## src/rtl/uart_cmd_pkg.sv

```systemverilog
// Shared command codes, state encoding and operand addresses for the UART command sequencer.
package uart_cmd_pkg;

  localparam int unsigned CMD_W = 8;
  localparam int unsigned FUN_W = 4;

  localparam logic [CMD_W-1:0] CMD_RF_WR   = 8'hAA;
  localparam logic [CMD_W-1:0] CMD_RF_RD   = 8'hBB;
  localparam logic [CMD_W-1:0] CMD_ALU_OP  = 8'hCC;
  localparam logic [CMD_W-1:0] CMD_ALU_NOP = 8'hDD;

  localparam int unsigned OPA_ADDR = 0;
  localparam int unsigned OPB_ADDR = 1;

  typedef enum logic [3:0] {
    IDLE,
    WR_ADDR,
    WR_DATA,
    RD_ADDR,
    RD_WAIT,
    RD_SEND,
    OP_A,
    OP_B,
    OP_FUN,
    ALU_WAIT,
    SEND_LO,
    SEND_HI
  } state_e;

  // States during which the ALU clock must be running.
  function automatic logic alu_clk_needed(input state_e s);
    return (s inside {OP_A, OP_B, OP_FUN, ALU_WAIT});
  endfunction

endpackage

```

## src/rtl/uart_cmd_tx_push.sv

```systemverilog
// Single-byte TX FIFO push handler: pushes one byte per request once the FIFO has room.
module uart_cmd_tx_push #(
  parameter int unsigned DATA_WIDTH = 8
) (
  input  logic                  clk,
  input  logic                  rst_n,
  input  logic                  req,
  input  logic [DATA_WIDTH-1:0] data,
  input  logic                  txf_full,
  output logic [DATA_WIDTH-1:0] txf_wr_data,
  output logic                  txf_wr_inc,
  output logic                  done
);

  logic push_c;

  // A request is not re-honoured in the cycle its push strobe is out, which spaces pushes.
  assign push_c = req && !txf_full && !txf_wr_inc;
  assign done   = txf_wr_inc;

  always_ff @(posedge clk or negedge rst_n) begin
    if (!rst_n) begin
      txf_wr_inc  <= 1'b0;
      txf_wr_data <= '0;
    end else begin
      txf_wr_inc <= push_c;
      if (push_c) begin
        txf_wr_data <= data;
      end
    end
  end

endmodule

```

## src/rtl/uart_cmd_ctrl.sv

```systemverilog
// Command sequencer: parses RX byte frames into RF writes/reads and ALU operations,
// and returns read data / ALU results as bytes pushed into the TX FIFO.
module uart_cmd_ctrl
  import uart_cmd_pkg::*;
#(
  parameter int unsigned DATA_WIDTH = 8,
  parameter int unsigned ADDR_WIDTH = 4
) (
  input  logic                    clk,
  input  logic                    ARSTn,
  input  logic [DATA_WIDTH-1:0]   RX_P_DATA,
  input  logic                    RX_D_VLD,
  output logic [ADDR_WIDTH-1:0]   RF_Address,
  output logic                    RF_WrEn,
  output logic                    RF_RdEn,
  output logic [DATA_WIDTH-1:0]   RF_WrData,
  input  logic [DATA_WIDTH-1:0]   RF_RdData,
  input  logic                    RF_RdData_VLD,
  output logic                    ALU_EN,
  output logic [FUN_W-1:0]        ALU_FUN,
  input  logic [2*DATA_WIDTH-1:0] ALU_OUT,
  input  logic                    ALU_OUT_VLD,
  output logic                    CLKG_EN,
  output logic [DATA_WIDTH-1:0]   TXF_WR_DATA,
  output logic                    TXF_WR_INC,
  input  logic                    TXF_FULL
);

  state_e                  state_q, state_d;
  logic [DATA_WIDTH-1:0]   rd_data_q, rd_data_d;
  logic [2*DATA_WIDTH-1:0] alu_res_q, alu_res_d;

  logic [ADDR_WIDTH-1:0]   rf_addr_d;
  logic [DATA_WIDTH-1:0]   rf_wrdata_d;
  logic [FUN_W-1:0]        alu_fun_d;
  logic                    rf_wren_d, rf_rden_d, alu_en_d, clkg_en_d;

  logic                    push_req_c;
  logic [DATA_WIDTH-1:0]   push_data_c;
  logic                    push_done;

  // State and registered outputs.
  always_ff @(posedge clk or negedge ARSTn) begin
    if (!ARSTn) begin
      state_q    <= IDLE;
      rd_data_q  <= '0;
      alu_res_q  <= '0;
      RF_Address <= '0;
      RF_WrData  <= '0;
      RF_WrEn    <= 1'b0;
      RF_RdEn    <= 1'b0;
      ALU_EN     <= 1'b0;
      ALU_FUN    <= '0;
      CLKG_EN    <= 1'b0;
    end else begin
      state_q    <= state_d;
      rd_data_q  <= rd_data_d;
      alu_res_q  <= alu_res_d;
      RF_Address <= rf_addr_d;
      RF_WrData  <= rf_wrdata_d;
      RF_WrEn    <= rf_wren_d;
      RF_RdEn    <= rf_rden_d;
      ALU_EN     <= alu_en_d;
      ALU_FUN    <= alu_fun_d;
      CLKG_EN    <= clkg_en_d;
    end
  end

  // Next-state and next-output logic.
  always_comb begin
    state_d     = state_q;
    rd_data_d   = rd_data_q;
    alu_res_d   = alu_res_q;
    rf_addr_d   = RF_Address;
    rf_wrdata_d = RF_WrData;
    alu_fun_d   = ALU_FUN;
    rf_wren_d   = 1'b0;
    rf_rden_d   = 1'b0;
    alu_en_d    = 1'b0;
    push_req_c  = 1'b0;
    push_data_c = rd_data_q;

    case (state_q)
      IDLE: begin
        if (RX_D_VLD) begin
          if (RX_P_DATA == DATA_WIDTH'(CMD_RF_WR)) begin
            state_d = WR_ADDR;
          end else if (RX_P_DATA == DATA_WIDTH'(CMD_RF_RD)) begin
            state_d = RD_ADDR;
          end else if (RX_P_DATA == DATA_WIDTH'(CMD_ALU_OP)) begin
            state_d = OP_A;
          end else if (RX_P_DATA == DATA_WIDTH'(CMD_ALU_NOP)) begin
            state_d = OP_FUN;
          end
        end
      end

      WR_ADDR: begin
        if (RX_D_VLD) begin
          rf_addr_d = RX_P_DATA[ADDR_WIDTH-1:0];
          state_d   = WR_DATA;
        end
      end

      WR_DATA: begin
        if (RX_D_VLD) begin
          rf_wrdata_d = RX_P_DATA;
          rf_wren_d   = 1'b1;
          state_d     = IDLE;
        end
      end

      RD_ADDR: begin
        if (RX_D_VLD) begin
          rf_addr_d = RX_P_DATA[ADDR_WIDTH-1:0];
          rf_rden_d = 1'b1;
          state_d   = RD_WAIT;
        end
      end

      // A valid coincident with our own read strobe cannot belong to this request.
      RD_WAIT: begin
        if (RF_RdData_VLD && !RF_RdEn) begin
          rd_data_d = RF_RdData;
          state_d   = RD_SEND;
        end
      end

      RD_SEND: begin
        push_req_c  = !push_done;
        push_data_c = rd_data_q;
        if (push_done) begin
          state_d = IDLE;
        end
      end

      OP_A: begin
        if (RX_D_VLD) begin
          rf_addr_d   = ADDR_WIDTH'(OPA_ADDR);
          rf_wrdata_d = RX_P_DATA;
          rf_wren_d   = 1'b1;
          state_d     = OP_B;
        end
      end

      OP_B: begin
        if (RX_D_VLD) begin
          rf_addr_d   = ADDR_WIDTH'(OPB_ADDR);
          rf_wrdata_d = RX_P_DATA;
          rf_wren_d   = 1'b1;
          state_d     = OP_FUN;
        end
      end

      OP_FUN: begin
        if (RX_D_VLD) begin
          alu_fun_d = RX_P_DATA[FUN_W-1:0];
          alu_en_d  = 1'b1;
          state_d   = ALU_WAIT;
        end
      end

      ALU_WAIT: begin
        if (ALU_OUT_VLD && !ALU_EN) begin
          alu_res_d = ALU_OUT;
          state_d   = SEND_LO;
        end
      end

      SEND_LO: begin
        push_req_c  = !push_done;
        push_data_c = alu_res_q[DATA_WIDTH-1:0];
        if (push_done) begin
          state_d = SEND_HI;
        end
      end

      SEND_HI: begin
        push_req_c  = !push_done;
        push_data_c = alu_res_q[2*DATA_WIDTH-1:DATA_WIDTH];
        if (push_done) begin
          state_d = IDLE;
        end
      end

      default: state_d = IDLE;
    endcase

    clkg_en_d = alu_clk_needed(state_d);
  end

  uart_cmd_tx_push #(
    .DATA_WIDTH (DATA_WIDTH)
  ) u_tx_push (
    .clk         (clk),
    .rst_n       (ARSTn),
    .req         (push_req_c),
    .data        (push_data_c),
    .txf_full    (TXF_FULL),
    .txf_wr_data (TXF_WR_DATA),
    .txf_wr_inc  (TXF_WR_INC),
    .done        (push_done)
  );

endmodule

```

## config.mk

```make
export PLATFORM = sky130hd
export DESIGN_NAME = uart_cmd_ctrl
export DESIGN_NICKNAME = d
export VERILOG_FILES = /design/src/rtl/uart_cmd_pkg.sv /design/src/rtl/uart_cmd_tx_push.sv /design/src/rtl/uart_cmd_ctrl.sv
export SDC_FILE = /design/constraint.sdc
export NUM_CORES = 1
export LEC_CHECK = 0
export CORE_ASPECT_RATIO = 1.5
export CORE_UTILIZATION = 49
export DETAILED_ROUTE_END_ITERATION = 8
export MAX_ROUTING_LAYER = met4
export PLACE_DENSITY = 0.85
export SLEW_MARGIN = 20
export SYNTH_ARGS = -nofsm -noshare
export SYNTH_HDL_FRONTEND = slang
export SYNTH_SLANG_ARGS = --single-unit
```

## constraint.sdc

```tcl
create_clock -name clk -period 2.1 [get_ports clk]
set_clock_uncertainty 0.15 [all_clocks]
set_input_delay 0.315 -clock clk [delete_from_list [all_inputs] [get_ports clk]]
set_output_delay 0.315 -clock clk [all_outputs]
set_load 0.1 [all_outputs]
```

==> metrics.txt <==
status finished clean; global route hottest layer met2; Hold Path Class in -> async; RSZ-0062 raised after global routing false; die area 5670 µm²; CP startpoint kind flip-flop; Leak 1.71 nW; first-pass GRT wire length 9.75 mm; DP Cell Count 385; Die X 61.8 µm; largest net degree at the start of global routing 24; initial core utilization 50.9%; reg2reg end u_tx_push.txf_wr_data[0]; syn_area_per_cell 11.0 µm²; post-route cell area 3630 µm²; Yosys reg bits 57; drt first pass iters 4; setup bufs post-CTS 0; Slew @ Worst Pin 0.492 ns; critical path's slowest cell dfrtp_1; H-tree depth 3; RD Place Congestion 0.841; vias in the first global route 2155; total clock sinks 57; area of the multi-input gates 1090 µm²; Syn Nets 277; clock buffer depth 2; Storage cell area 1430 µm²; synthesized cell area 2630 µm²; setup TNS 0 ns; post-layout util 70.2%; final hold vios 0; WL/cell 15.1 µm; initial antenna violation count 0; worst rel slew slack 67.2%; worst-skew pair later-pin latency 0.34 ns; I/O pin total 67; largest cells by area after synthesis dfrtp_1 (54%), mux2_2 (12%), nand2_1 (6.0%); vias per cell 5.25; FF-to-FF path depth 5; final setup violation count 0; worst reg2reg path startpoint state_q[3]; met1 track demand over resource 28.2%; sequential fraction of the synthesis area 54.2%; GRT met3 Usage 7.62%; Die Height 91.8 µm; Synth top area share 54.2%; core area 5160 µm²; Routed Antenna Nets 0; Slew Viols, Final 0; number of buffers created by CTS 9; crit end category flip-flop; Final Cycle Share 93.1%; YS warnings 0; critical path class reg -> reg; total grt overflow 0; Total Routing Usage GR 24.8%; CTS root buf clkbuf_8; crit-path cells and2b_4 -> nand2_4 -> a211o_1 -> nand2_1 -> o21ai_1; # DRC 0; via count 2110; CTS tree yes; cell row count 32; Distinct cells, synth 43; PwrDens 1800 nW/µm²; Yosys top cell by area dfrtp_1; Total Wirelength 6.06 mm; Final nets 367; minimum clock period 1.95 ns; Register-to-Register Setup Slack 0.15 ns; area grow syn2layout 37.8%; # diodes 0; crit-path max cell delay 0.58 ns; maximum VDD drop 1.79 mV; layout cells sized above 1 32.0%; Non-Filler Instances 402; fillers 386; # port buffers 66; number of DRC markers in iteration 0 101; met2 usage 38.9%; worst path arrival time 2.00 ns; crit-path max FO 18; Synth Instances 239; Clock transition at path regs 0.07 ns; Placement Cell Area 3390 µm²; Max Freq 0.512 GHz; Worst Path Required 2.15 ns; max cap viols 0; hpwl dp 4.37 mm
==> placed cells by master, fill, tap and decap left out, types with 2 or more instances in the layout <==
master and n:
nor2b_2 2, o22ai_1 2, nor2_1 13, dfrtp_1 55, clkbuf_1 2, o221ai_1 2
clkbuf_8 10, nand2_1 42, a211o_1 2, nand3_1 7, dfrtp_2 2, nand2b_1 2
bufinv_16 2, mux2i_1 8, a21oi_1 12, nor2b_1 2, mux2_2 28, o21ai_1 9
buf_4 51, clkdlybuf4s50_1 36, inv_1 10, o21ai_0 8
==> metrics by stage <==
step / total power [mW] / setup WS [ns] / hold slack (ns)
after floorplan: 4.57 / 0.0616 / -0.131
after global placement: 5.33 / -0.0373 / 0.148
after detailed placement: 5.39 / -0.0600 / 0.157
after CTS: 6.55 / 0.138 / 0.327
after global routing: 6.82 / 0.0204 / 0.347
final: 6.52 / 0.145 / 0.325
==> cell type report <==
cell class | instances | area share (%)
sequential | 57 | 39.4
inverter | 11 | 1.14
clock inverter | 4 | 2.10
multi-input combinational | 161 | 30.1
tap | 68 | 2.35
clock buffer | 12 | 4.00
timing repair buffer | 89 | 20.9
==> cell families after synthesis <==
kind of cell | count (synthesis) | synth area share [%]
AOI/OAI and AO/OA | 46 | 11.2
muxes | 37 | 15.6
buffers and inverters | 21 | 4.33
and+or+nand+nor | 78 | 14.6
DFF | 57 | 54.2
==> worst max path at each step <==
stage	from	to	cells after the start
after floorplan	RF_RdEn	state_q[0]	3
after global placement	RX_D_VLD	CLKG_EN	6
after detailed placement	RX_D_VLD	CLKG_EN	6
after CTS	state_q[3]	u_tx_push.txf_wr_data[0]	5
after global routing	state_q[3]	u_tx_push.txf_wr_data[1]	5
final	state_q[3]	u_tx_push.txf_wr_data[0]	5
==> layer usage <==
layer / part of all wire (%) / vias up
li1: - / 1023
met1: 40 / 1001
met2: 53 / 71
met3: 4.5 / 15
met4: 2.5 / 0
met5: 0 / -
==> synth_stat cells (all sizes together) <==
| master | count |
|---|---|
| a32oi | 1 |
| o31a | 1 |
| nor3 | 1 |
| mux2i | 8 |
| a211o | 2 |
| clkinv | 1 |
| a21boi | 1 |
| o22ai | 2 |
| a31oi | 1 |
| nand4b | 1 |
| and2b | 1 |
| a21oi | 13 |
| nand4bb | 1 |
| nor4 | 1 |
| nor2 | 14 |
| nand2 | 43 |
| clkbuf | 1 |
| o2bb2ai | 1 |
| nand3 | 8 |
| a21o | 1 |
| o21ai | 17 |
| inv | 10 |
| o311ai | 1 |
| a41o | 1 |
| nand2b | 3 |
| o221ai | 2 |
| buf | 9 |
| or4 | 1 |
| nor2b | 4 |
| mux2 | 29 |
| a221o | 1 |
| dfrtp | 57 |
| a41oi | 1 |
==> power by group <==
group          total, mW  switching (mW)  internal [mW]
sequential          1.87           0.288           1.58
combinational       3.51            2.51          0.995
clock               1.14           0.434          0.703
==> state kept, by name, indices dropped and copies added (netlist names) <==
signal,flops
RF_WrData,8
rd_data_q,8
CLKG_EN,1
ALU_FUN,4
u_tx_push.txf_wr_data,8
RF_RdEn,1
RF_WrEn,1
RF_Address,4
alu_res_q,16
state_q,4
ALU_EN,1
u_tx_push.done,1
==> critical path: cells and delay by family (launching register included) <==
kind	cells	cell delay (ns)
compound gates	2	0.55
flops	1	0.58
simple gates	3	0.53
==> what timing repair did <==
action / CTS / global route
endpoints found under the hold margin: 21 / 0
hold buffers: 1 / 0
gates resized for setup: 0 / 0
Power figures use the tool's default switching activity.
